File: src/rtl/pwm_capture.sv
// pwm_capture: single-channel PWM input capture.
//
// Measures the period (rising edge to rising edge) and high time of an
// asynchronous PWM input in prescaled PCLK ticks. The first rising edge after
// enable, reset or an overflow only arms the block; each later rising edge
// publishes the measurement of the period that just ended.
//
// Ports:
//   PCLK        system clock, all logic on its rising edge
//   PRESETN     synchronous active-low reset
//   PWM_IN      external PWM, asynchronous to PCLK
//   cap_enable  1 = measure, 0 = idle (results and cap_ovf hold)
//   prescale    one tick every prescale+1 PCLK cycles
//   ovf_clr     clears cap_ovf (a simultaneous overflow wins)
//   period_cap  last captured period in ticks
//   high_cap    last captured high time in ticks
//   cap_valid   one-cycle strobe when period_cap/high_cap update
//   cap_ovf     sticky flag: a measurement ran past the counter range
//   pwm_level   synchronized PWM_IN level
module pwm_capture #(
    parameter int APB_DWIDTH = 8
) (
    input  logic                  PCLK,
    input  logic                  PRESETN,
    input  logic                  PWM_IN,
    input  logic                  cap_enable,
    input  logic [APB_DWIDTH-1:0] prescale,
    input  logic                  ovf_clr,
    output logic [APB_DWIDTH-1:0] period_cap,
    output logic [APB_DWIDTH-1:0] high_cap,
    output logic                  cap_valid,
    output logic                  cap_ovf,
    output logic                  pwm_level
);

    typedef enum logic [1:0] {
        IDLE      = 2'd0,
        WAIT_RISE = 2'd1,
        MEAS_HIGH = 2'd2,
        MEAS_LOW  = 2'd3
    } state_t;

    state_t                  state;
    logic                    pwm_p0;    // first synchronizer flop
    logic                    pwm_p1;    // second synchronizer flop
    logic                    pwm_p2;    // previous synchronized level
    logic [APB_DWIDTH-1:0]   pre;
    logic [APB_DWIDTH-1:0]   cnt;
    logic [APB_DWIDTH-1:0]   high_lat;
    logic [APB_DWIDTH-1:0]   cnt_next;
    logic [APB_DWIDTH-1:0]   pre_next;
    logic                    tick;
    logic                    rise;
    logic                    fall;
    logic                    ovf_hit;

    // The counter saturates by aborting: a tick arriving while it is already
    // all-ones would wrap, so the measurement is abandoned instead.
    function automatic logic cnt_would_wrap(input logic [APB_DWIDTH-1:0] c,
                                            input logic                  t);
        return (&c) & t;
    endfunction

    always_comb begin
        tick     = (pre == prescale);
        cnt_next = cnt + {{(APB_DWIDTH-1){1'b0}}, tick};
        pre_next = tick ? '0 : pre + 1'b1;
        rise     = pwm_p1 & ~pwm_p2;
        fall     = ~pwm_p1 & pwm_p2;
        ovf_hit  = cnt_would_wrap(cnt, tick);
    end

    assign pwm_level = pwm_p1;

    always_ff @(posedge PCLK) begin
        if (!PRESETN) begin
            pwm_p0     <= 1'b0;
            pwm_p1     <= 1'b0;
            pwm_p2     <= 1'b0;
            pre        <= '0;
            cnt        <= '0;
            high_lat   <= '0;
            period_cap <= '0;
            high_cap   <= '0;
            cap_valid  <= 1'b0;
            cap_ovf    <= 1'b0;
            state      <= IDLE;
        end else begin
            // Stage p0 -> p1 -> p2: two-flop synchronizer plus edge-detect delay
            pwm_p0 <= PWM_IN;
            pwm_p1 <= pwm_p0;
            pwm_p2 <= pwm_p1;

            cap_valid <= 1'b0;
            // Clear first so that an overflow set below in the same cycle wins.
            if (ovf_clr) begin
                cap_ovf <= 1'b0;
            end

            if (!cap_enable) begin
                pre   <= '0;
                cnt   <= '0;
                state <= IDLE;
            end else begin
                case (state)
                    IDLE: begin
                        pre   <= '0;
                        cnt   <= '0;
                        state <= WAIT_RISE;
                    end
                    WAIT_RISE: begin
                        if (rise) begin
                            pre   <= '0;
                            cnt   <= '0;
                            state <= MEAS_HIGH;
                        end
                    end
                    MEAS_HIGH: begin
                        if (ovf_hit) begin
                            cap_ovf <= 1'b1;
                            state   <= WAIT_RISE;
                        end else begin
                            pre <= pre_next;
                            cnt <= cnt_next;
                            // The count keeps running through the low phase,
                            // so the period is taken from the same counter.
                            if (fall) begin
                                high_lat <= cnt_next;
                                state    <= MEAS_LOW;
                            end
                        end
                    end
                    MEAS_LOW: begin
                        if (ovf_hit) begin
                            cap_ovf <= 1'b1;
                            state   <= WAIT_RISE;
                        end else if (rise) begin
                            period_cap <= cnt_next;
                            high_cap   <= high_lat;
                            cap_valid  <= 1'b1;
                            pre        <= '0;
                            cnt        <= '0;
                            state      <= MEAS_HIGH;
                        end else begin
                            pre <= pre_next;
                            cnt <= cnt_next;
                        end
                    end
                    default: begin
                        state <= IDLE;
                    end
                endcase
            end
        end
    end

endmodule

File: config.mk
export PLATFORM = sky130hd
export DESIGN_NAME = pwm_capture
export DESIGN_NICKNAME = d
export VERILOG_FILES = /design/src/rtl/pwm_capture.sv
export SDC_FILE = /design/constraint.sdc
export NUM_CORES = 1
export LEC_CHECK = 0
export ABC_AREA = 1
export BUFFER_PORTS_ARGS = -buffer_cell sky130_fd_sc_hd__buf_2
export CORE_MARGIN = 2
export CORE_UTILIZATION = 55
export DETAILED_ROUTE_END_ITERATION = 12
export PLACE_DENSITY_LB_ADDON = 0.2
export SYNTH_ARGS = -nofsm -noshare
export SYNTH_HDL_FRONTEND = slang
export SYNTH_SLANG_ARGS = --single-unit
File: constraint.sdc
create_clock -name PCLK -period 2.5 [get_ports PCLK]
set_input_delay 0.25 -clock PCLK [delete_from_list [all_inputs] [get_ports PCLK]]
set_output_delay 0.25 -clock PCLK [all_outputs]
set_load 0.05 [all_outputs]
======== Word-level counts from Yosys, hierarchy flattened ========
Cells that the tools add are included.
operators by class
  add/sub/neg operators ................... 2
  equality and inequality tests ........... 8
  multiplexer cells ....................... 20
  bitwise operators ....................... 9
  reductions and logical operators ........ 8
operator list
  kind                   count
  $mux W8                8
  $pmux W8 S4            2
  $add A8 B1 Y8          1
  $add A8 B1 Y8 const B  1
  $eq A8 B8 Y1           1
  $mux W2                4
  $pmux W2 S4            1
  $reduce_and A4 Y1      2
  $reduce_and A8 Y1      1
  $ne A2 B2 Y1 const B   3
  $not A1 Y1             6
  $mux W1                5
  $eq A2 B2 Y1 const B   2
  $reduce_or A4 Y1       1
  $and A1 B1 Y1          3
  $ne A3 B3 Y1 const B   1
  $reduce_and A3 Y1      1
  $eq A2 B1 Y1 const B   1
  $logic_not A2 Y1       1
  $reduce_and A2 Y1      1
  $reduce_or A2 Y1       1
storage, ports and cells
  bits in registers ....................... 47
  input bits .............................. 13
  word-level logic and storage cells ...... 58

======== Logic depth before layout (Yosys ltp) ========
Gate-level depths: netlist of run 1.
  depth after elaboration ................. 5
  gate-level depth with buffers ........... 16
  depth with buffers taken out ............ 16

======== Least setup slack after synthesis of run 1 ========
No wires, ideal clock.
  kind .................................... register to register
  from .................................... register pre[5]
  to ...................................... register cnt[6]
  data arrival time ....................... 1,954 ps
  setup slack ............................. 432 ps
  stages on the path, launching flop included .. 17
  buffers on the path ..................... 0
  clock period less this slack ............ 2,068 ps
  cells stage by stage .................... dfxtp_1 -> inv_1 -> nand2_1 -> nand2_1 -> nand2_1 -> nor2_4 -> nand2_1 -> inv_2 -> ha_1 -> ha_1 -> inv_1 -> nor2_1 -> or2_2 -> nand2_1 -> nor2_1 -> o21bai_1 -> nor2_1
between the ends
  longest elaborated chain between the ends .. 5
  elaborated cells on any way between the ends .. 10
  those cells by class .................... 1 x add/sub; 3 x eq/ne; 4 x mux; 1 x bitwise; 1 x reduce/logical
ends and longest elaborated chain
  element                 RTL line  text
  start, declared         47        logic [APB_DWIDTH-1:0] pre;
  start signal, assigned  123       pre <= pre_next;
  start signal, assigned  145       pre <= pre_next;
  $eq A8 B8 Y1 (*)        65        tick = (pre == prescale);
  $add A8 B1 Y8           66        cnt_next = cnt + {{(APB_DWIDTH-1){1'b0}}, tick};
  $mux W8                 137       end else if (rise) begin
  $mux W8                 134       if (ovf_hit) begin
  $pmux W8 S4             105       case (state)
  end signal, assigned    124       cnt <= cnt_next;
  end signal, assigned    146       cnt <= cnt_next;
  end, declared           48        logic [APB_DWIDTH-1:0] cnt;
Every way passes the cells marked *; elsewhere a longest branch is shown, timed or not. The select of a mux whose other input is x is not followed.
A chain may end at the register's enable or synchronous reset.

======== Final worst setup path of run 1 ========
  from .................................... register pre[5]
  to ...................................... register period_cap[6]
between the ends
  longest elaborated chain between the ends .. 4
  elaborated cells on any way between the ends .. 5
  those cells by class .................... 1 x add/sub; 1 x eq/ne; 2 x bitwise; 1 x reduce/logical
ends and longest elaborated chain
  element                                                                RTL line  text
  $eq A8 B8 Y1 (*)                                                       65
  parallel branches: the longest is 3 deep, another holds $add A8 B1 Y8  --
  end signal, assigned                                                   138       period_cap <= cnt_next;
  end, declared                                                          29        output logic [APB_DWIDTH-1:0] period_cap,
Mark *: on every way between the ends.

==> flow_summary.yaml, run 1 <==
global_routing:
  antenna_found_initial: 0
  grt_max_degree: 26
  grt_pass1_vias: 1982
  gr-total-overflow: 0
  track_usage_pct: 22.0
  grt_pass1_wl_um: 8980
setup_path:
  worst-setup-path-type: "reg -> reg"
  rr_worst_depth: 16
  rr_endpoint: "period_cap[6]"
  cp-end-kind: "flop"
  timing.critical_path.from: "pre[5]"
  crit_path_start_kind: "flop"
  critPathRequiredTime_ns: 2.71
  path_max_fanout: 7
  worstPathArrival_ns: 2.48
  ff2ff_setup_slack_ns: 0.23
  r2r_start: "pre[5]"
layout:
  fillers: 414
  area_growth_pct: 9.97
  diodes: 0
  multi_input_area_mm2: 0.00134
  nets: 374
  seq_area_um2: 941
  drive_gt1_share_pct: 26.2
synth:
  synth_cell_types: 34
  synth_cells: 329
  syn_area_per_cell_um2: 7.71
  syn_nets: 345
  ys_warn_count: 0
  ys_seq_area_share_pct: 37.1
  synth_area_mm2: 0.00254
  ys_ff_latch: 47
clocking:
  clock-sinks: 47
  insertion_delay_ns: 0.31
  h-tree-depth: 2
  postCtsHoldBufs: 0
  clk_pin_slew_ns: 0.09
  cts_made_buffers: 5
  cts_tree: "done"
  ctsRootBufferMaster: "clkbuf_8"
  cts_buffer_depth: 2
routing:
  viasPerCell: 5.33
  drtAntennaViolNets: 0
  first_pass_iters: 4
  drcViolationCount: 0
  dr.first_iter.drc_count: 181
  drt_wl_total_um: 5250
  wl_per_cell_um: 12.8
  dr_total_vias: 2191
timing:
  slew_violations: 0
  relSlewSlack_pct: 44.3
  setup_viol: 0
  finalCritPeriodShare_pct: 90.9
  rsz0062_at_grt: "no"
  worst_slew_pin_slew_ns: 0.835
  clock_skew_ns: 0.00313
  finalCriticalPeriod_ns: 2.27
  fmaxAchievable_mhz: 440
  hold_viol: 0
  timing.setup.tns_ns: 0
min_path:
  holdPathStages: 3
  hold_path.class: "in -> reg"
  hold_path.startpoint: "PWM_IN"
  hold_path_end: "pwm_p0"
die:
  fp.dieArea_mm2: 0.00517
  core_area_mm2: 0.00438
  die_x_um: 71.9
  die_y_um: 71.9
  pin_count: 32
  start_util_pct: 57.8
  fp-row-count: 24
status:
  status: "finished clean"
power:
  power_mw: 1.35
  power_density_mw_per_mm2: 483
  ir_worst_vdd_uv: 308
  leakage_nw: 1.22
placement:
  portBuffers: 31
  routabilityCongestion: 0.886
  dpl.hpwl_um: 3680
flow_run:
  maxCapViolations: 0
## cells in the mapped netlist, drive strengths merged
library cell   n  area [um^2]
dfxtp         47          941
nor2          42          188
and2           1         6.26
xnor2          4         42.6
a21oi         31          211
o21ai          1         5.00
nor3           5         40.0
o21bai         9         67.6
nand2         79          344
nand3         11         90.1
nand4         26          178
o2111ai        6         52.6
clkbuf         4         15.0
o22ai          1         6.26
inv           41          154
xor2           6         52.6
o211ai         1         7.51
ha             3         37.5
or2            1         6.26
buf           10         91.3
## power by group
part           internal (mW)  switching (mW)  total (mW)
clock                  0.226           0.275       0.501
sequential             0.754         0.00656       0.761
combinational         0.0260          0.0607      0.0868
## stage by stage
stage          hold slack, ns  cells  util (%)  setup slack, ns  cell area (um^2)
2_1_floorplan           0.348    329         -            0.432              2540
3_3_place_gp            0.400    403      61.3            0.189              2690
3_5_place_dp            0.423    403      61.3            0.162              2690
4_1_cts                 0.114    411      63.6            0.150              2790
5_1_grt                 0.130    411      63.6           0.0150              2790
6_report                0.120    411      63.6            0.228              2790
## critical path: stages, from the launching register on
cell and delay [ns]:
dfxtp_1 0.42, inv_1 0.10, nand2_1 0.06, nand2_1 0.05, nand2_1 0.11, nor2_4 0.07
nand2_2 0.14, inv_2 0.05, ha_1 0.21, ha_1 0.21, inv_1 0.08, nor2_1 0.06
or2_2 0.26, nand2_1 0.10, inv_1 0.07, nor2_1 0.12, nor2_1 0.07
## how the worst max path moves through the flow
stage | slack, ns | end | depth (start not counted)
2_1_floorplan | 0.43 | cnt[6] | 16
4_1_cts | 0.15 | period_cap[6] | 16
3_5_place_dp | 0.16 | period_cap[6] | 16
5_1_grt | 0.02 | period_cap[6] | 16
6_report | 0.23 | period_cap[6] | 16
3_3_place_gp | 0.19 | period_cap[6] | 16
## registers in the layout, summed over array words and instances (netlist names)
register	count
cap_ovf	1
cap_valid	1
cnt	8
high_cap	8
high_lat	8
period_cap	8
pre	8
pwm_level	1
pwm_p0	1
pwm_p2	1
state	2
## per-layer routing
metal	GRT usage (%)	routed length [um]	up-vias
li1	-	-	1130
met1	29.7	2460	991
met2	35.5	2450	63
met3	4.58	277	7
met4	7.34	66	0
met5	0	0	-
## placed cells by master, fill, tap and decap left out
cell type    n
dfxtp_1     47
nand4_4      1
and2_1       1
nand4_1     25
o211ai_1     1
nor2_1      38
clkinvlp_4   1
o2111ai_1    6
nand3_2      2
clkinv_4     1
o21bai_1     9
xnor2_2      1
nand3_4      2
clkbuf_8     6
xnor2_1      3
a21oi_2     15
or2_2        1
o21ai_0      1
nor3_1       2
nand2_2     17
a21oi_1     16
xor2_1       6
buf_4        5
inv_2        3
nand3_1      7
nor2_4       4
nand2_1     61
nor3_2       3
o22ai_1      1
ha_1         3
nand2_4      1
buf_2       31
inv_1       38
## cell families after synthesis
family,count (synthesis),share of synthesized area [%]
AOI/OAI and AO/OA,49,13.8
xor gates and xnor gates,10,3.75
adders and majority gates,3,1.48
buffers and inverters,55,10.3
DFF,47,37.1
and+or+nand+nor,165,33.6
## area by class of cell
type / instances / share of cell area, %
Clock buffer: 6 / 2.96
Multi-Input combinational cell: 227 / 48.0
Tap cell: 52 / 2.33
Sequential cell: 47 / 33.7
Timing Repair Buffer: 36 / 6.91
Clock inverter: 2 / 0.583
Inverter: 41 / 5.52
## timing repair
| action | CTS | global route |
|---|---|---|
| endpoints found under the setup margin | 0 | 7 |
| buffers inserted | 0 | 0 |
| gates resized for setup | 0 | 1 |
(Power assumes the default switching activity.)
==> run 2: changes to the inputs <==
Settings changed: CORE_ASPECT_RATIO from default to 0.9, CORE_UTILIZATION 55 to 52.
Clock period 2.5 ns to 1.85 ns, I/O delays scaled along.
==> flow_summary.yaml, run 2 (synthesis gave the netlist of run 1 again) <==
status:
  status: "finished clean"
placement:
  routabilityCongestion: 0.851
  portBuffers: 31
  dpl.hpwl_um: 4000
  pre_cts_ws_ns: 0.00419
global_routing:
  gr-total-overflow: 0
  grt_max_degree: 26
  grt_pass1_vias: 2078
  antenna_found_initial: 0
  grt_pass1_wl_um: 9600
  track_usage_pct: 21.7
setup_path:
  cp_num_buf_inv: 3
  worstPathArrival_ns: 2.04
  cp_slowest_stage_delay_ns: 0.37
  path_max_fanout: 4
  cp-end-kind: "flop"
  worst-setup-path-type: "reg -> reg"
  cp_cell_sequence: "inv_2 -> nand2_1 -> nand2_1 -> nand2_2 -> nor2_4 -> nand2_4 -> inv_4 -> ha_4 -> ha_4 -> inv_4 -> nor2_4 -> or2_4 -> nand2_4 -> nor2_2 -> o21bai_1 -> nor2_1"
  crit_family: "simple AND/OR/NAND/NOR gates"
  critPathRequiredTime_ns: 2.05
  crit_path_start_kind: "flop"
  crit_slowest_cell: "dfxtp_4"
power:
  power_density_mw_per_mm2: 660
  ir_worst_vdd_uv: 685
  power_mw: 2.06
  leakage_nw: 1.36
die:
  core_area_mm2: 0.00477
  pin_count: 32
  start_util_pct: 53.1
  fp-row-count: 24
  fp.dieArea_mm2: 0.00545
  die_x_um: 77.6
  die_y_um: 70.3
clocking:
  insertion_delay_ns: 0.30
  cts_tree: "done"
  clk_pin_slew_ns: 0.09
  cts_made_buffers: 5
  postCtsHoldBufs: 0
  ctsRootBufferMaster: "clkbuf_8"
  cts_buffer_depth: 2
  h-tree-depth: 2
  clock-sinks: 47
flow_run:
  maxCapViolations: 0
routing:
  first_pass_iters: 4
  viasPerCell: 5.23
  drtAntennaViolNets: 0
  drcViolationCount: 0
  wl_per_cell_um: 13.0
  dr_total_vias: 2323
  drt_wl_total_um: 5780
  dr.first_iter.drc_count: 215
timing:
  timing.setup.tns_ns: 0
  fmaxAchievable_mhz: 544
  finalCritPeriodShare_pct: 99.3
  slew_violations: 0
  hold_viol: 0
  clock_skew_ns: 0.00635
  setup_viol: 0
  setup_ws_ns: 0.0133
  relSlewSlack_pct: 69.6
  rsz0062_at_grt: "yes"
  worst_slew_pin_slew_ns: 0.456
  finalCriticalPeriod_ns: 1.84
  whs_ns: 0.0708
layout:
  nets: 394
  drive_gt1_share_pct: 38.5
  area_growth_pct: 22.8
  fillers: 395
  diodes: 0
  layout_common_cells: "nand2_1 (51), dfxtp_1 (40), nor2_1 (35)"
  final_common_cell: "nand2_1"
min_path:
  hold_path.class: "in -> reg"
## run 2: worst register-to-register path, stage by stage, from the launching register on
cell	delay, ns
dfxtp_4	0.37
inv_2	0.04
nand2_1	0.06
nand2_1	0.07
nand2_2	0.07
nor2_4	0.04
nand2_4	0.07
inv_4	0.04
ha_4	0.16
ha_4	0.17
inv_4	0.06
nor2_4	0.04
or2_4	0.25
nand2_4	0.07
nor2_2	0.03
o21bai_1	0.12
nor2_1	0.07
## run 2: path summary, 6_finish.rpt
check / from / endpoint / slack [ns] / cells past startpoint
worst max-delay path: pre[0] / cnt[6] / 0.01 / 16
worst min-delay path: PWM_IN / pwm_p0 / 0.07 / 3
worst max register to register: pre[0] / cnt[6] / 0.01 / 16
worst min register to register: pwm_p0 / pwm_level / 0.42 / 2
## run 2: timing repair
| action | in CTS | in global routing |
|---|---|---|
| gates resized for setup | 0 | 30 |
| pin swaps | 0 | 30 |
| setup buffers | 0 | 5 |
| setup endpoints to repair | 1 | 18 |
## run 2: area by class of cell
class                   count  area, um^2  share of cell area (%)
clock buffers               5        68.8                    2.21
clock inverters             3        67.6                    2.17
inverters                  41         159                    5.10
multi-input cells         227        1440                    46.3
flip-flops and latches     47         952                    30.6
well taps                  65        81.3                    2.61
repair buffers             56         343                    11.0
## run 2: power breakdown
group          internal [mW]  switching (mW)
registers               1.02         0.00987
clock network          0.539           0.353
logic                 0.0466          0.0895
total                   1.60           0.452
## run 2: routing by layer
metal	wire, um	share of wire, %	track usage (%)
met2	2620	45	32.9
met1	2840	49	31.6
met5	0	0	0
met4	45	0.78	5.56
met3	275	4.8	4.39
## run 2: per-stage QoR
stage          cells  instance area (um^2)  util, %
2_1_floorplan    329                  2580        -
3_3_place_gp     431                  2860     59.9
3_5_place_dp     431                  2860     59.9
4_1_cts          439                  3000     62.8
5_1_grt          444                  3120     65.3
6_report         444                  3120     65.3
==> run 3: changes to the inputs <==
Settings changed: REMOVE_ABC_BUFFERS from default to 1.
==> flow_summary.yaml, run 3 (synthesis gave the netlist of run 1 again) <==
status:
  status: "complete, but fails checks"
  violations: "negative setup slack"
timing:
  rsz0062_at_grt: "yes"
  whs_ns: 0.0663
  relSlewSlack_pct: 74.6
  finalCritPeriodShare_pct: 101
  fmaxAchievable_mhz: 537
  hold_viol: 0
  finalCriticalPeriod_ns: 1.86
  worst_slew_pin_slew_ns: 0.381
  setup_viol: 1
  slew_violations: 0
  clock_skew_ns: 0.0130
  setup_ws_ns: -0.0116
layout:
  design_area_mm2: 0.00316
  area_growth_pct: 24.5
  fillers: 426
  final_common_cell: "nand2_1"
  diodes: 0
  fin_cells: 449
  layout_common_cells: "nand2_1 (48), dfxtp_1 (39), nor2_1 (34)"
  drive_gt1_share_pct: 40.6
  nets: 399
routing:
  drcViolationCount: 0
  dr.first_iter.drc_count: 87
  first_pass_iters: 5
  drt_wl_total_um: 5620
  drtAntennaViolNets: 0
  wl_per_cell_um: 12.5
  dr_total_vias: 2294
  viasPerCell: 5.11
global_routing:
  track_usage_pct: 22.3
  gr-total-overflow: 0
  grt_max_degree: 24
  antenna_found_initial: 0
  grt_pass1_wl_um: 9890
  grt_pass1_vias: 2179
setup_path:
  crit_path_frequent_cell: "nand2_2"
  cp_cell_sequence: "inv_2 -> nand2_2 -> nand2_2 -> nand2_2 -> nor2_4 -> nand2_2 -> inv_2 -> ha_4 -> ha_4 -> inv_4 -> nor2_4 -> or2_4 -> nand2_4 -> nor2_2 -> o21bai_1 -> nor2_1"
  critPathRequiredTime_ns: 2.06
  worst-setup-path-type: "reg -> reg"
  cp_num_buf_inv: 3
  crit_slowest_cell: "dfxtp_2"
  worstPathArrival_ns: 2.07
  cp-end-kind: "flop"
  ff2ff_setup_slack_ns: -0.01
  crit_family: "simple AND/OR/NAND/NOR gates"
  crit_path_start_kind: "flop"
  path_max_fanout: 3
  cp_slowest_stage_delay_ns: 0.37
clocking:
  insertion_delay_ns: 0.31
  cts_buffer_depth: 2
  clock-sinks: 47
  cts_made_buffers: 5
  clk_pin_slew_ns: 0.10
  h-tree-depth: 2
  cts_tree: "done"
  ctsRootBufferMaster: "clkbuf_8"
flow_run:
  maxCapViolations: 0
die:
  fp-row-count: 24
  core_area_mm2: 0.00477
  fp.dieArea_mm2: 0.00545
  start_util_pct: 53.1
  die_y_um: 70.3
  pin_count: 32
  die_x_um: 77.6
power:
  switchingPower_mw: 0.472
  leakage_nw: 1.38
  p_seq_share_pct: 52.8
  combPwrFrac_pct: 7.2
  power_mw: 1.95
  p_sw_share_pct: 24.2
  power_density_mw_per_mm2: 617
  p_int_mw: 1.48
  ir_worst_vdd_uv: 459
  clockPowerShare_pct: 39.9
min_path:
  hold_path.class: "in -> reg"
placement:
  place_area_mm2: 0.00286
  dp_cells: 435
  routabilityCongestion: 0.893
  portBuffers: 31
  pre_cts_ws_ns: -0.165
  dpl.hpwl_um: 3780
run 3: layout make-up:
class,instances,area (um^2),area share [%]
Timing Repair Buffer,61,397,12.6
Multi-Input combinational cell,227,1460,46.2
Inverter,41,156,4.95
Tap cell,65,81.3,2.58
Clock inverter,3,46.3,1.47
Sequential cell,47,951,30.1
Clock buffer,5,68.8,2.18
run 3: path summary, 6_finish.rpt:
check	startpoint	end	cells past startpoint
worst max register to register	pre[5]	cnt[6]	16
worst max-delay path	pre[5]	cnt[6]	16
worst min-delay path	PWM_IN	pwm_p0	3
worst min register to register	pwm_p0	pwm_level	2
run 3: per-stage QoR:
stage / utilization, % / setup TNS, ns
floorplan: - / -2.51
finish: 66.1 / -0.0116
global placement: 59.9 / -0.568
CTS: 64.0 / 0
detailed placement: 59.9 / -1.09
global route: 66.1 / -1.13
run 3: metal layers:
metal	wire, um	track usage [%]	vias up	share of wire [%]
li1	-	-	1189	-
met1	2680	31.3	1058	48
met2	2730	35.0	43	49
met3	179	3.88	4	3.2
met4	37	6.55	0	0.66
met5	0	0	-	0
run 3: worst reg2reg max path, delay by kind of cell (launching register included):
kind	cells	cell delay [ns]
AND/OR/NAND/NOR	10	0.74
adder cells (fa/ha/maj)	2	0.32
buffers and inverters	3	0.16
flip-flops	1	0.37
AO/OA/AOI/OAI	1	0.18
run 3: power by group through the flow:
| stage | sequential, mW | combinational [mW] | clock, mW |
|---|---|---|---|
| 2_1_floorplan | 1.05 | 0.0686 | 0 |
| 3_3_place_gp | 1.05 | 0.126 | 0 |
| 3_5_place_dp | 1.05 | 0.128 | 0 |
| 4_1_cts | 1.03 | 0.135 | 0.799 |
| 5_1_grt | 1.03 | 0.155 | 0.841 |
| 6_report | 1.03 | 0.141 | 0.778 |
run 3: repair_timing:
action,in CTS,in global routing
endpoints found under the setup margin,15,18
pin swaps,9,26
setup buffers,1,5
gates resized for setup,25,23
hold buffers,0,0
